`src/rtl/command_issuer_if.sv`:
```
// Signal bundle between the command issuer (master) and its host/executor environment (slave).
interface command_issuer_if #(
    parameter int DATA_W    = 8,
    parameter int EXIT_W    = 8,
    parameter int OUT_DEPTH = 64
);
    localparam int LEN_W = $clog2(OUT_DEPTH) + 1;

    logic              start;
    logic              host_arg_valid;
    logic              host_arg_ready;
    logic [DATA_W-1:0] host_arg_data;
    logic              host_arg_last;
    logic              host_arg_eoc;
    logic              ex_arg_valid;
    logic              ex_arg_ready;
    logic [DATA_W-1:0] ex_arg_data;
    logic              ex_arg_last;
    logic              ex_arg_eoc;
    logic              ex_out_valid;
    logic              ex_out_ready;
    logic [DATA_W-1:0] ex_out_data;
    logic              ex_done;
    logic [EXIT_W-1:0] ex_exit_code;
    logic              ex_abort;
    logic              busy;
    logic              result_valid;
    logic              result_ack;
    logic [EXIT_W-1:0] exit_code;
    logic [LEN_W-1:0]  out_len;
    logic              truncated;
    logic              rd_valid;
    logic              rd_ready;
    logic [DATA_W-1:0] rd_data;

    modport master (
        input  start, host_arg_valid, host_arg_data, host_arg_last, host_arg_eoc,
               ex_arg_ready, ex_out_valid, ex_out_data, ex_done, ex_exit_code,
               result_ack, rd_ready,
        output host_arg_ready, ex_arg_valid, ex_arg_data, ex_arg_last, ex_arg_eoc,
               ex_out_ready, ex_abort, busy, result_valid, exit_code, out_len,
               truncated, rd_valid, rd_data
    );

    modport slave (
        output start, host_arg_valid, host_arg_data, host_arg_last, host_arg_eoc,
               ex_arg_ready, ex_out_valid, ex_out_data, ex_done, ex_exit_code,
               result_ack, rd_ready,
        input  host_arg_ready, ex_arg_valid, ex_arg_data, ex_arg_last, ex_arg_eoc,
               ex_out_ready, ex_abort, busy, result_valid, exit_code, out_len,
               truncated, rd_valid, rd_data
    );
endinterface

```
`src/rtl/command_issuer.sv`:
```
// Streams a host command to an executor, buffers its output in a FIFO and reports
// the exit code; rejects over-long commands locally and times out a silent executor.
module command_issuer #(
    parameter int DATA_W    = 8,
    parameter int MAX_ARGS  = 16,
    parameter int OUT_DEPTH = 64,
    parameter int EXIT_W    = 8,
    parameter int TIMEOUT   = 1024
) (
    input logic              clk,
    input logic              rst,
    command_issuer_if.master bus
);
    localparam int AW    = $clog2(OUT_DEPTH);
    localparam int LEN_W = AW + 1;
    localparam int CNT_W = $clog2(MAX_ARGS + 2);
    localparam int TMR_W = $clog2(TIMEOUT);

    localparam logic [LEN_W-1:0]  DEPTH_VAL    = LEN_W'(OUT_DEPTH);
    localparam logic [CNT_W-1:0]  ARG_LIMIT    = CNT_W'(MAX_ARGS);
    localparam logic [TMR_W-1:0]  TMR_LAST     = TMR_W'(TIMEOUT - 1);
    localparam logic [EXIT_W-1:0] EXIT_REJECT  = EXIT_W'(1);
    localparam logic [EXIT_W-1:0] EXIT_TIMEOUT = EXIT_W'(124);

    typedef enum logic [2:0] {
        IDLE,
        SEND,
        DRAIN,
        WAIT,
        DONE
    } state_t;

    state_t            state_q, state_d;
    logic [CNT_W-1:0]  arg_cnt_q, arg_cnt_d;
    logic [TMR_W-1:0]  timer_q, timer_d;
    logic [EXIT_W-1:0] exit_code_q, exit_code_d;
    logic [LEN_W-1:0]  out_len_q, out_len_d;
    logic              truncated_q, truncated_d;
    logic [AW-1:0]     wr_ptr_q, wr_ptr_d;
    logic [AW-1:0]     rd_ptr_q, rd_ptr_d;
    logic [LEN_W-1:0]  fifo_cnt_q, fifo_cnt_d;
    logic [DATA_W-1:0] fifo_mem [OUT_DEPTH];

    logic in_send;
    logic in_drain;
    logic in_wait;
    logic host_hs;
    logic tok_end;
    logic over_limit;
    logic timeout_hit;
    logic fifo_full;
    logic fifo_nonempty;
    logic pop;
    logic beat;
    logic push;
    logic drop;

    always_comb begin
        in_send       = (state_q == SEND);
        in_drain      = (state_q == DRAIN);
        in_wait       = (state_q == WAIT);
        host_hs       = bus.host_arg_valid && (in_send ? bus.ex_arg_ready : in_drain);
        tok_end       = bus.host_arg_last || bus.host_arg_eoc;
        over_limit    = in_send && host_hs && tok_end && (arg_cnt_q == ARG_LIMIT);
        timeout_hit   = in_wait && (timer_q == TMR_LAST) && !bus.ex_done;
        fifo_full     = (fifo_cnt_q == DEPTH_VAL);
        fifo_nonempty = (fifo_cnt_q != '0);
        pop           = fifo_nonempty && bus.rd_ready;
        beat          = in_wait && bus.ex_out_valid;
        // A pop in the same cycle frees a slot, so a full FIFO still accepts the beat.
        push          = beat && (!fifo_full || pop);
        drop          = beat && !push;
    end

    assign bus.ex_arg_valid   = in_send && bus.host_arg_valid;
    assign bus.host_arg_ready = in_send ? bus.ex_arg_ready : in_drain;
    assign bus.ex_arg_data    = in_send ? bus.host_arg_data : '0;
    assign bus.ex_arg_last    = in_send && bus.host_arg_last;
    assign bus.ex_arg_eoc     = in_send && bus.host_arg_eoc;
    assign bus.ex_out_ready   = in_wait;
    assign bus.ex_abort       = over_limit || timeout_hit;
    assign bus.busy           = (state_q != IDLE);
    assign bus.result_valid   = (state_q == DONE);
    assign bus.exit_code      = exit_code_q;
    assign bus.out_len        = out_len_q;
    assign bus.truncated      = truncated_q;
    assign bus.rd_valid       = fifo_nonempty;
    assign bus.rd_data        = fifo_nonempty ? fifo_mem[rd_ptr_q] : '0;

    always_comb begin
        state_d     = state_q;
        arg_cnt_d   = arg_cnt_q;
        timer_d     = timer_q;
        exit_code_d = exit_code_q;
        out_len_d   = out_len_q;
        truncated_d = truncated_q;
        wr_ptr_d    = push ? wr_ptr_q + AW'(1) : wr_ptr_q;
        rd_ptr_d    = pop ? rd_ptr_q + AW'(1) : rd_ptr_q;
        case ({push, pop})
            2'b10:   fifo_cnt_d = fifo_cnt_q + LEN_W'(1);
            2'b01:   fifo_cnt_d = fifo_cnt_q - LEN_W'(1);
            default: fifo_cnt_d = fifo_cnt_q;
        endcase

        case (state_q)
            IDLE: begin
                // Results stay visible after the ack; everything is cleared only when a new command starts.
                if (bus.start) begin
                    state_d     = SEND;
                    arg_cnt_d   = '0;
                    timer_d     = '0;
                    exit_code_d = '0;
                    out_len_d   = '0;
                    truncated_d = 1'b0;
                    wr_ptr_d    = '0;
                    rd_ptr_d    = '0;
                    fifo_cnt_d  = '0;
                end
            end
            SEND: begin
                if (host_hs && tok_end) begin
                    arg_cnt_d = arg_cnt_q + CNT_W'(1);
                    if (over_limit) begin
                        if (bus.host_arg_eoc) begin
                            state_d     = DONE;
                            exit_code_d = EXIT_REJECT;
                            out_len_d   = '0;
                        end else begin
                            state_d = DRAIN;
                        end
                    end else if (bus.host_arg_eoc) begin
                        state_d = WAIT;
                    end
                end
            end
            DRAIN: begin
                if (host_hs && bus.host_arg_eoc) begin
                    state_d     = DONE;
                    exit_code_d = EXIT_REJECT;
                    out_len_d   = '0;
                end
            end
            WAIT: begin
                if (push && (out_len_q != DEPTH_VAL)) begin
                    out_len_d = out_len_q + LEN_W'(1);
                end
                if (drop) begin
                    truncated_d = 1'b1;
                end
                timer_d = beat ? '0 : timer_q + TMR_W'(1);
                if (bus.ex_done) begin
                    state_d     = DONE;
                    exit_code_d = bus.ex_exit_code;
                end else if (timeout_hit) begin
                    state_d     = DONE;
                    exit_code_d = EXIT_TIMEOUT;
                end
            end
            DONE: begin
                if (bus.result_ack) begin
                    state_d = IDLE;
                end
            end
            default: state_d = IDLE;
        endcase
    end

    always_ff @(posedge clk or posedge rst) begin
        if (rst) begin
            state_q     <= IDLE;
            arg_cnt_q   <= '0;
            timer_q     <= '0;
            exit_code_q <= '0;
            out_len_q   <= '0;
            truncated_q <= 1'b0;
            wr_ptr_q    <= '0;
            rd_ptr_q    <= '0;
            fifo_cnt_q  <= '0;
        end else begin
            state_q     <= state_d;
            arg_cnt_q   <= arg_cnt_d;
            timer_q     <= timer_d;
            exit_code_q <= exit_code_d;
            out_len_q   <= out_len_d;
            truncated_q <= truncated_d;
            wr_ptr_q    <= wr_ptr_d;
            rd_ptr_q    <= rd_ptr_d;
            fifo_cnt_q  <= fifo_cnt_d;
        end
    end

    // Storage needs no reset: the read port is masked while the FIFO is empty.
    always_ff @(posedge clk) begin
        if (push) begin
            fifo_mem[wr_ptr_q] <= bus.ex_out_data;
        end
    end
endmodule
```
`src/flat_wrapper.sv`:
```
// flat-port wrapper written by rule: the top's interface ports become plain ports
module command_issuer_flat 
#(
    parameter int DATA_W    = 8,
    parameter int MAX_ARGS  = 16,
    parameter int OUT_DEPTH = 64,
    parameter int EXIT_W    = 8,
    parameter int TIMEOUT   = 1024
)
  (clk, rst, bus_start, bus_host_arg_valid, bus_host_arg_data, bus_host_arg_last, bus_host_arg_eoc, bus_ex_arg_ready, bus_ex_out_valid, bus_ex_out_data, bus_ex_done, bus_ex_exit_code, bus_result_ack, bus_rd_ready, bus_host_arg_ready, bus_ex_arg_valid, bus_ex_arg_data, bus_ex_arg_last, bus_ex_arg_eoc, bus_ex_out_ready, bus_ex_abort, bus_busy, bus_result_valid, bus_exit_code, bus_out_len, bus_truncated, bus_rd_valid, bus_rd_data);
  command_issuer_if #(.DATA_W(DATA_W), .EXIT_W(EXIT_W), .OUT_DEPTH(OUT_DEPTH)) bus_i ();
  input logic clk;
  input logic rst;
  input wire logic [$bits(bus_i.start)-1:0] bus_start;
  input wire logic [$bits(bus_i.host_arg_valid)-1:0] bus_host_arg_valid;
  input wire logic [$bits(bus_i.host_arg_data)-1:0] bus_host_arg_data;
  input wire logic [$bits(bus_i.host_arg_last)-1:0] bus_host_arg_last;
  input wire logic [$bits(bus_i.host_arg_eoc)-1:0] bus_host_arg_eoc;
  input wire logic [$bits(bus_i.ex_arg_ready)-1:0] bus_ex_arg_ready;
  input wire logic [$bits(bus_i.ex_out_valid)-1:0] bus_ex_out_valid;
  input wire logic [$bits(bus_i.ex_out_data)-1:0] bus_ex_out_data;
  input wire logic [$bits(bus_i.ex_done)-1:0] bus_ex_done;
  input wire logic [$bits(bus_i.ex_exit_code)-1:0] bus_ex_exit_code;
  input wire logic [$bits(bus_i.result_ack)-1:0] bus_result_ack;
  input wire logic [$bits(bus_i.rd_ready)-1:0] bus_rd_ready;
  output wire logic [$bits(bus_i.host_arg_ready)-1:0] bus_host_arg_ready;
  output wire logic [$bits(bus_i.ex_arg_valid)-1:0] bus_ex_arg_valid;
  output wire logic [$bits(bus_i.ex_arg_data)-1:0] bus_ex_arg_data;
  output wire logic [$bits(bus_i.ex_arg_last)-1:0] bus_ex_arg_last;
  output wire logic [$bits(bus_i.ex_arg_eoc)-1:0] bus_ex_arg_eoc;
  output wire logic [$bits(bus_i.ex_out_ready)-1:0] bus_ex_out_ready;
  output wire logic [$bits(bus_i.ex_abort)-1:0] bus_ex_abort;
  output wire logic [$bits(bus_i.busy)-1:0] bus_busy;
  output wire logic [$bits(bus_i.result_valid)-1:0] bus_result_valid;
  output wire logic [$bits(bus_i.exit_code)-1:0] bus_exit_code;
  output wire logic [$bits(bus_i.out_len)-1:0] bus_out_len;
  output wire logic [$bits(bus_i.truncated)-1:0] bus_truncated;
  output wire logic [$bits(bus_i.rd_valid)-1:0] bus_rd_valid;
  output wire logic [$bits(bus_i.rd_data)-1:0] bus_rd_data;
  assign bus_i.start = bus_start;
  assign bus_i.host_arg_valid = bus_host_arg_valid;
  assign bus_i.host_arg_data = bus_host_arg_data;
  assign bus_i.host_arg_last = bus_host_arg_last;
  assign bus_i.host_arg_eoc = bus_host_arg_eoc;
  assign bus_i.ex_arg_ready = bus_ex_arg_ready;
  assign bus_i.ex_out_valid = bus_ex_out_valid;
  assign bus_i.ex_out_data = bus_ex_out_data;
  assign bus_i.ex_done = bus_ex_done;
  assign bus_i.ex_exit_code = bus_ex_exit_code;
  assign bus_i.result_ack = bus_result_ack;
  assign bus_i.rd_ready = bus_rd_ready;
  assign bus_host_arg_ready = bus_i.host_arg_ready;
  assign bus_ex_arg_valid = bus_i.ex_arg_valid;
  assign bus_ex_arg_data = bus_i.ex_arg_data;
  assign bus_ex_arg_last = bus_i.ex_arg_last;
  assign bus_ex_arg_eoc = bus_i.ex_arg_eoc;
  assign bus_ex_out_ready = bus_i.ex_out_ready;
  assign bus_ex_abort = bus_i.ex_abort;
  assign bus_busy = bus_i.busy;
  assign bus_result_valid = bus_i.result_valid;
  assign bus_exit_code = bus_i.exit_code;
  assign bus_out_len = bus_i.out_len;
  assign bus_truncated = bus_i.truncated;
  assign bus_rd_valid = bus_i.rd_valid;
  assign bus_rd_data = bus_i.rd_data;
  command_issuer #(.DATA_W(DATA_W), .MAX_ARGS(MAX_ARGS), .OUT_DEPTH(OUT_DEPTH), .EXIT_W(EXIT_W), .TIMEOUT(TIMEOUT)) u_core (.clk(clk), .rst(rst), .bus(bus_i));
endmodule
```
`config.mk`:
```
export PLATFORM = sky130hd
export DESIGN_NAME = command_issuer_flat
export DESIGN_NICKNAME = d
export VERILOG_FILES = /design/src/rtl/command_issuer_if.sv /design/src/rtl/command_issuer.sv /design/src/flat_wrapper.sv
export SDC_FILE = /design/constraint.sdc
export NUM_CORES = 1
export LEC_CHECK = 0
export CORE_ASPECT_RATIO = 1.2
export CORE_MARGIN = 10
export CORE_UTILIZATION = 35
export CTS_CLUSTER_DIAMETER = 40
export DETAILED_ROUTE_END_ITERATION = 10
export GPL_ROUTABILITY_DRIVEN = 0
export PLACE_DENSITY = 0.53
export SYNTH_ARGS = -nofsm -noshare
export SYNTH_HDL_FRONTEND = slang
export SYNTH_SLANG_ARGS = --single-unit
```
`constraint.sdc`:
```
create_clock -name clk -period 9.42 [get_ports clk]
set_input_delay 0.942 -clock clk [delete_from_list [all_inputs] [get_ports clk]]
set_output_delay 0.942 -clock clk [all_outputs]
set_load 0.02 [all_outputs]
```
==> key figures, run 1 <==
Power and ir drop
  – P per Cell Area: 295 mW/mm²
  – Peak VDD IR: 268 µV
  – Internal power: 5610 µW
  – Sequential fraction of design power: 36.4%
  – Combinational power share: 24.5%
  – Clock network fraction of design power: 39.2%
  – Net Sw Power: 2550 µW
  – LEAKAGE: 0.00894 µW
  – Switching Fraction: 31.2%

Routing
  – TritonRoute pass-1 iters: 4
  – Vias/cell: 5.35
  – DRC violations left: 0
  – Vias: 12400
  – DRT iter0 DRCs: 1015
  – Final wirelength: 56.8 mm
  – Routed len/inst: 24.6 µm
  – Final ANT Viol Nets: 0

Setup path
  – Arrival time of the worst setup path: 4.60 ns
  – Critical path's largest stage delay: 1.00 ns
  – Worst setup EP type: output port
  – Worst-path maximum fanout: 97
  – CP max stage cell: dfrtp_4
  – Critical path class: reg2out
  – Req. time, crit path: 8.48 ns
  – Critical-path cell list: buf_12, mux4_2, a22oi_1, nand2_1, a21oi_1, o22ai_1, clkdlybuf4s50_1
  – R2R Setup Slk: 5.64 ns
  – CP Launch Type: flop

Placed design
  – Dpl hpwl: 33.8 mm
  – Placed cells: 2152
  – Setup slack at placement: 4.48 ns
  – IO buf count: 75

Synthesis
  – EDFF count, synth: 512
  – Avg Cell Area, Syn: 18.0 µm²
  – Mapped Area: 0.0231 mm²
  – Synth cell types: 69
  – Ys async rst share: 9.38%
  – Dominant synthesized flop cell: edfxtp_1
  – Syn Nets: 1332
  – Yosys warning total: 0
  – Top-area cell type share of the netlist area: 66.6%
  – Top-count cell post-synth: edfxtp_1
  – Synth cell count leaders: edfxtp_1, mux4_2, nor2_1, dfrtp_1, nand2_1
  – #FFs+latches synth: 565
  – Register area share after synthesis: 72.3%
  – Largest area contributor in the netlist: edfxtp_1
  – Most area-consuming cells after synthesis: edfxtp_1, mux4_2, dfrtp_1
  – Cells after Synth: 1284

STA
  – Max Slew Vio Count: 0
  – Setup TNS: 0 ns
  – Relative slew slack: 20.1%
  – Final setup vio count: 0
  – Final hold vios: 0
  – Fmax: 0.180 GHz
  – Final Skew: 0.0288 ns
  – Final Critical Period: 5.54 ns
  – Worst Tran Pin Value: 1.20 ns
  – Setup ws final: 3.88 ns
  – RSZ-0062 raised after global routing: false
  – Fin crit share: 58.9%

Finish
  – Final net count: 1446
  – Layout cells sized above 1: 23.0%
  – P&R area growth vs syn: 19.8%
  – Post-route insts no fill: 2309

Clock network
  – Post-CTS Hold Buffers: 0
  – CTS H-Tree Depth: 3
  – Bufs on Longest Clock Path: 3
  – CTS resizes: 0
  – Clock Sinks: 565
  – Clock slew at reported path FFs: 0.06 ns
  – TritonCTS clock tree: yes
  – Worst skew pair latency: 0.63 ns
  – Root Buffer: clkbuf_16
  – Number of CTS-inserted buffers: 84
  – Postcts setup bufs: 0

Floorplan
  – IO Count: 76
  – Die span in x: 254 µm
  – Die height: 301 µm
  – Core Area: 0.0656 mm²
  – Initial Util: 35.2%
  – # rows: 103
  – Die area: 0.0767 mm²

Worst hold path
  – Min-delay worst type: reg2reg

GRT
  – Pin count of the biggest net entering global routing: 98
  – Vias in the first global route: 12700
  – GRT Util Overall: 14.9%
  – Global route overflow: 0
  – Initial antenna violation count: 0
  – First-pass GRT wire length: 84.5 mm

Job
  – Maxcap violations: 0

Outcome
  – Status: completed
cell usage in the layout, fill, tap and decap left out, types with 7 or more instances in the layout:
cell,Yosys,final
clkinvlp_4,0,9
mux4_2,122,122
and2_1,18,18
clkbuf_16,0,84
nor2_1,97,96
dfrtp_1,53,51
mux2_2,13,13
o31ai_1,7,7
nand2b_1,9,9
edfxtp_1,512,512
a22oi_1,49,49
nor2b_1,16,13
buf_4,6,16
ha_1,12,12
inv_1,14,13
a21oi_1,43,43
xor2_1,9,9
clkdlybuf4s50_1,0,67
nor3_1,9,9
clkinv_2,0,9
mux2i_1,12,12
nand3_1,21,21
bufinv_16,0,8
o21ai_0,37,37
inv_6,0,16
buf_2,19,8
o22ai_1,11,11
nand2_1,50,50
final timing paths:
kind                                               end  cells past startpoint                from
min in group asynchronous         u_core.fifo_cnt_q[1]                      3                 rst
worst min register to register       u_core.timer_q[8]                      1   u_core.timer_q[8]
worst max register to register  u_core.fifo_mem[51][4]                      5   u_core.state_q[0]
worst max-delay path                    bus_rd_data[0]                      7  u_core.rd_ptr_q[0]
worst min-delay path                 u_core.timer_q[8]                      1   u_core.timer_q[8]
max in group asynchronous           u_core.rd_ptr_q[1]                      3                 rst
per-stage QoR:
| step | utilization, % | power [µW] | area [µm²] | hold WS (ns) |
|---|---|---|---|---|
| 4_1_cts | 42.2 | 8240 | 27700 | 0.486 |
| 5_1_grt | 42.2 | 8500 | 27700 | 0.515 |
| 3_5_place_dp | 37.7 | 5040 | 24700 | 0.474 |
| 6_report | 42.2 | 8160 | 27700 | 0.476 |
| 2_1_floorplan | - | 4330 | 23100 | 0.451 |
| 3_3_place_gp | 37.7 | 5020 | 24700 | 0.468 |
routing by layer:
layer,up-vias,routed length (µm),track usage (%)
li1,5484,-,-
met2,373,28500,24.7
met5,-,0,0
met4,0,1570,5.54
met1,6419,23700,19.1
met3,85,3080,3.00
kinds of logic (layout without fill, tap and decap cells):
| group | Yosys count | after routing | share of synthesized area, % |
|---|---|---|---|
| AOI/OAI and AO/OA | 203 | 203 | 6.11 |
| xor gates and xnor gates | 12 | 12 | 0.455 |
| adders and majority gates | 13 | 13 | 0.737 |
| buffers and inverters | 80 | 264 | 1.50 |
| DFF | 565 | 565 | 72.3 |
| muxes | 147 | 147 | 13.1 |
| other | 0 | 1 | 0 |
| and+or+nand+nor | 264 | 264 | 5.81 |
power by group through the flow:
stage	Combinational (µW)	Sequential, µW	Clock [µW]
after floorplan	1410	2920	0
after global placement	2010	3020	0
after detailed placement	2010	3020	0
after CTS	2020	2970	3250
after global routing	2140	2990	3370
final	2000	2970	3200
registers in the layout, indices dropped and copies added, names as in the netlist:
| signal | flops |
|---|---|
| u_core.arg_cnt_q | 5 |
| u_core.bus.exit_code | 8 |
| u_core.bus.out_len | 7 |
| u_core.bus.truncated | 1 |
| u_core.fifo_cnt_q | 7 |
| u_core.fifo_mem | 512 |
| u_core.rd_ptr_q | 6 |
| u_core.state_q | 3 |
| u_core.timer_q | 10 |
| u_core.wr_ptr_q | 6 |
cell type report:
class                           count  area, µm²
Inverter                           16       60.1
Antenna cell                        1       2.50
Clock inverter                     67        815
Tap cell                          840       1050
Fill cell                        5740      37900
Multi-Input combinational cell    639       6060
Timing Repair Buffer               92        851
Sequential cell                   565      16700
Clock buffer                       89       2120
worst max-delay path, delay by kind of cell (launching register included):
family / cells / cell delay, ns
compound gates: 3 / 0.87
buf+inv: 2 / 1.18
mux: 1 / 0.60
flops: 1 / 1.00
simple gates: 1 / 0.15
Power figures use the tool's default switching activity.
==> inputs of run 2 (changes only) <==
--- a/config.mk
+++ b/config.mk
@@ -11,7 +11,7 @@
 export CTS_CLUSTER_DIAMETER = 40
 export DETAILED_ROUTE_END_ITERATION = 10
 export GPL_ROUTABILITY_DRIVEN = 0
-export PLACE_DENSITY = 0.53
+export PLACE_DENSITY = 0.55
 export SYNTH_ARGS = -nofsm -noshare
 export SYNTH_HDL_FRONTEND = slang
 export SYNTH_SLANG_ARGS = --single-unit
==> constraint.sdc (replaced) <==
create_clock -name clk -period 4.59 [get_ports clk]
set_input_delay 0.459 -clock clk [delete_from_list [all_inputs] [get_ports clk]]
set_output_delay 0.459 -clock clk [all_outputs]
set_load 0.02 [all_outputs]
==> run 2 against run 1 <==
Compared with the run above: first-iteration DRC count increased by 15%; design area increased by 1.9%; die area unchanged; clock power increased by 110%; via count up 2.9%; critical path type unchanged; critical endpoint is now bus_rd_data[1].
==> key figures, run 2 (synthesized netlist as in run 1, its figures left out) <==
Finish
  – Commonest cells after routing, fill and taps aside: edfxtp_1, mux4_2, nor2_1, clkbuf_16, buf_4 (was edfxtp_1, mux4_2, nor2_1, clkbuf_16, clkdlybuf4s50_1)
  – Reg with most FFs: u_core.fifo_mem (unchanged)
  – Diode count: 0 (was 1)
  – Filler Cells Inserted: 5733 (was 5740)
  – Max reg flops: 512 (unchanged)
  – Final net count: 1503 (was 1446)
  – P&R area growth vs syn: 22.1% (was 19.8%)
  – Layout cells sized above 1: 25.0% (was 23.0%)
  – Commonest non-fill, non-tap cell in the layout: edfxtp_1 (unchanged)

Power and ir drop
  – Peak VDD IR: 444 µV (was 268 µV)
  – Internal power: 12000 µW (was 5610 µW)
  – Net Sw Power: 5130 µW (was 2550 µW)
  – Combinational power share: 25.4% (was 24.5%)
  – Pwr Total: 17100 µW (was 8160 µW)
  – P per Cell Area: 606 mW/mm² (was 295 mW/mm²)
  – Clock network fraction of design power: 39.4% (was 39.2%)
  – Sequential fraction of design power: 35.2% (was 36.4%)
  – Switching Fraction: 30.0% (was 31.2%)
  – LEAKAGE: 0.00928 µW (was 0.00894 µW)

STA
  – Final setup vio count: 0 (unchanged)
  – Fmax: 0.232 GHz
  – Final Critical Period: 4.31 ns
  – Relative slew slack: 43.5% (was 20.1%)
  – Max Slew Vio Count: 0 (unchanged)
  – Final hold vios: 0 (unchanged)
  – Fin crit share: 93.9%
  – RSZ-0062 raised after global routing: false (unchanged)
  – Final Skew: 0.0258 ns (was 0.0288 ns)
  – Worst Tran Pin Value: 0.844 ns (was 1.20 ns)
  – Setup TNS: 0 ns (unchanged)

Floorplan
  – Initial Util: 35.2% (unchanged)
  – Die height: 301 µm (unchanged)
  – Die area: 0.0767 mm² (unchanged)
  – Core Area: 0.0656 mm² (unchanged)
  – # rows: 103 (unchanged)
  – Die span in x: 254 µm (unchanged)
  – IO Count: 76 (unchanged)

Worst hold path
  – Min-delay worst type: in2reg (was reg2reg)
  – Hold-critical path depth: 1 (unchanged)

Clock network
  – Number of CTS-inserted buffers: 82 (was 84)
  – CTS resizes: 0 (unchanged)
  – Post-CTS Hold Buffers: 0 (unchanged)
  – Worst skew pair latency: 0.63 ns (about the same)
  – Clock Sinks: 565 (unchanged)
  – CTS H-Tree Depth: 3 (unchanged)
  – Clock slew at reported path FFs: 0.05 ns (was 0.06 ns)
  – TritonCTS clock tree: yes (unchanged)
  – Postcts setup bufs: 0 (unchanged)
  – Bufs on Longest Clock Path: 3 (unchanged)
  – Root Buffer: clkbuf_16 (unchanged)

GRT
  – First-pass GRT wire length: 86.0 mm (was 84.5 mm)
  – Pin count of the biggest net entering global routing: 65 (was 98)
  – Global route overflow: 0 (unchanged)
  – GRT Util Overall: 15.1% (was 14.9%)
  – Initial antenna violation count: 0 (unchanged)
  – Vias in the first global route: 13200 (was 12700)

Setup path
  – Most frequent CP cell: a21oi_1
  – CP top delay family: buffers and inverters (unchanged)
  – Worst setup EP type: output port (unchanged)
  – Critical path's largest stage delay: 0.78 ns (was 1.00 ns)
  – CP Launch Type: flop (unchanged)
  – Critical path depth in cells: 7 (unchanged)
  – Arrival time of the worst setup path: 3.85 ns (was 4.60 ns)
  – Worst-path maximum fanout: 40 (was 97)
  – CP max stage cell: dfrtp_4 (unchanged)
  – Critical path class: reg2out (unchanged)
  – R2R cell count: 5 (unchanged)
  – Req. time, crit path: 4.13 ns (was 8.48 ns)
  – Bufs and invs on worst path: 2 (unchanged)
  – Critical-path cell list: buf_12, mux4_2, a22oi_1, a21oi_1, a21oi_1, o22ai_1, clkdlybuf4s50_1 (was buf_12, mux4_2, a22oi_1, nand2_1, a21oi_1, o22ai_1, clkdlybuf4s50_1)

Routing
  – Final wirelength: 57.8 mm (was 56.8 mm)
  – DRC violations left: 0 (unchanged)
  – DRT iter0 DRCs: 1164 (was 1015)
  – Vias/cell: 5.39 (was 5.35)
  – Routed len/inst: 24.5 µm (was 24.6 µm)
  – Final ANT Viol Nets: 0 (unchanged)
  – TritonRoute pass-1 iters: 5 (was 4)
  – Vias: 12700 (was 12400)

Job
  – Maxcap violations: 0 (unchanged)

Outcome
  – Status: completed (unchanged)

Placed design
  – IO buf count: 75 (unchanged)
  – Dpl hpwl: 35.6 mm (was 33.8 mm)
run 2: changes by cell type in the layout (fill, tap and decap cells not counted), sizes merged:
cell	delta
buf	+59
bufinv	+8
clkbuf	+2
clkinv	+1
clkinvlp	-3
diode	-1
inv	-12
run 2: power groups by stage:
stage / clock [µW] / combinational [µW] / sequential [µW]
5_1_grt: 7090 / 4640 / 6050
6_report: 6740 / 4340 / 6020
3_5_place_dp: 0 / 4390 / 6130
4_1_cts: 6870 / 4400 / 6020
3_3_place_gp: 0 / 4360 / 6120
2_1_floorplan: 0 / 2880 / 6000
run 2: metrics by stage:
step	worst slack [ns]	hold slack (ns)	std cells	util [%]	cell area (µm²)
finish	0.280	0.279	2363	43.0	28200
global route	0.0637	0.291	2363	43.0	28200
CTS	0.191	0.268	2363	43.0	28200
detailed placement	0.665	0.469	2211	38.4	25200
global placement	0.739	0.461	2211	38.4	25200
floorplan	1.55	0.451	1284	-	23100
run 2: cell type report:
class | instances | area (µm²) | area share [%]
well taps | 840 | 1050 | 3.73
inverters | 16 | 60.1 | 0.213
flip-flops and latches | 565 | 16700 | 59.3
multi-input cells | 639 | 6050 | 21.5
repair buffers | 151 | 1330 | 4.72
clock buffers | 91 | 2110 | 7.48
clock inverters | 61 | 878 | 3.12
run 2: worst paths after layout:
path                       slack, ns               startpoint                      end
max in group asynchronous       3.50                      rst       u_core.wr_ptr_q[5]
min in group asynchronous       0.31                      rst    u_core.bus.out_len[0]
setup / recovery                0.28       u_core.rd_ptr_q[0]           bus_rd_data[1]
setup reg to reg                0.94        u_core.state_q[1]   u_core.fifo_mem[59][5]
hold / removal                  0.28       bus_ex_out_data[5]   u_core.fifo_mem[51][5]
hold reg to reg                 0.48  u_core.bus.exit_code[5]  u_core.bus.exit_code[5]
run 2: layer usage:
metal | vias up | GRT usage (%) | wire (µm)
met4 | 0 | 5.01 | 1380
met3 | 85 | 2.91 | 3540
met1 | 6638 | 19.8 | 24300
met2 | 420 | 24.8 | 28600
li1 | 5582 | - | -
met5 | - | 0 | 0
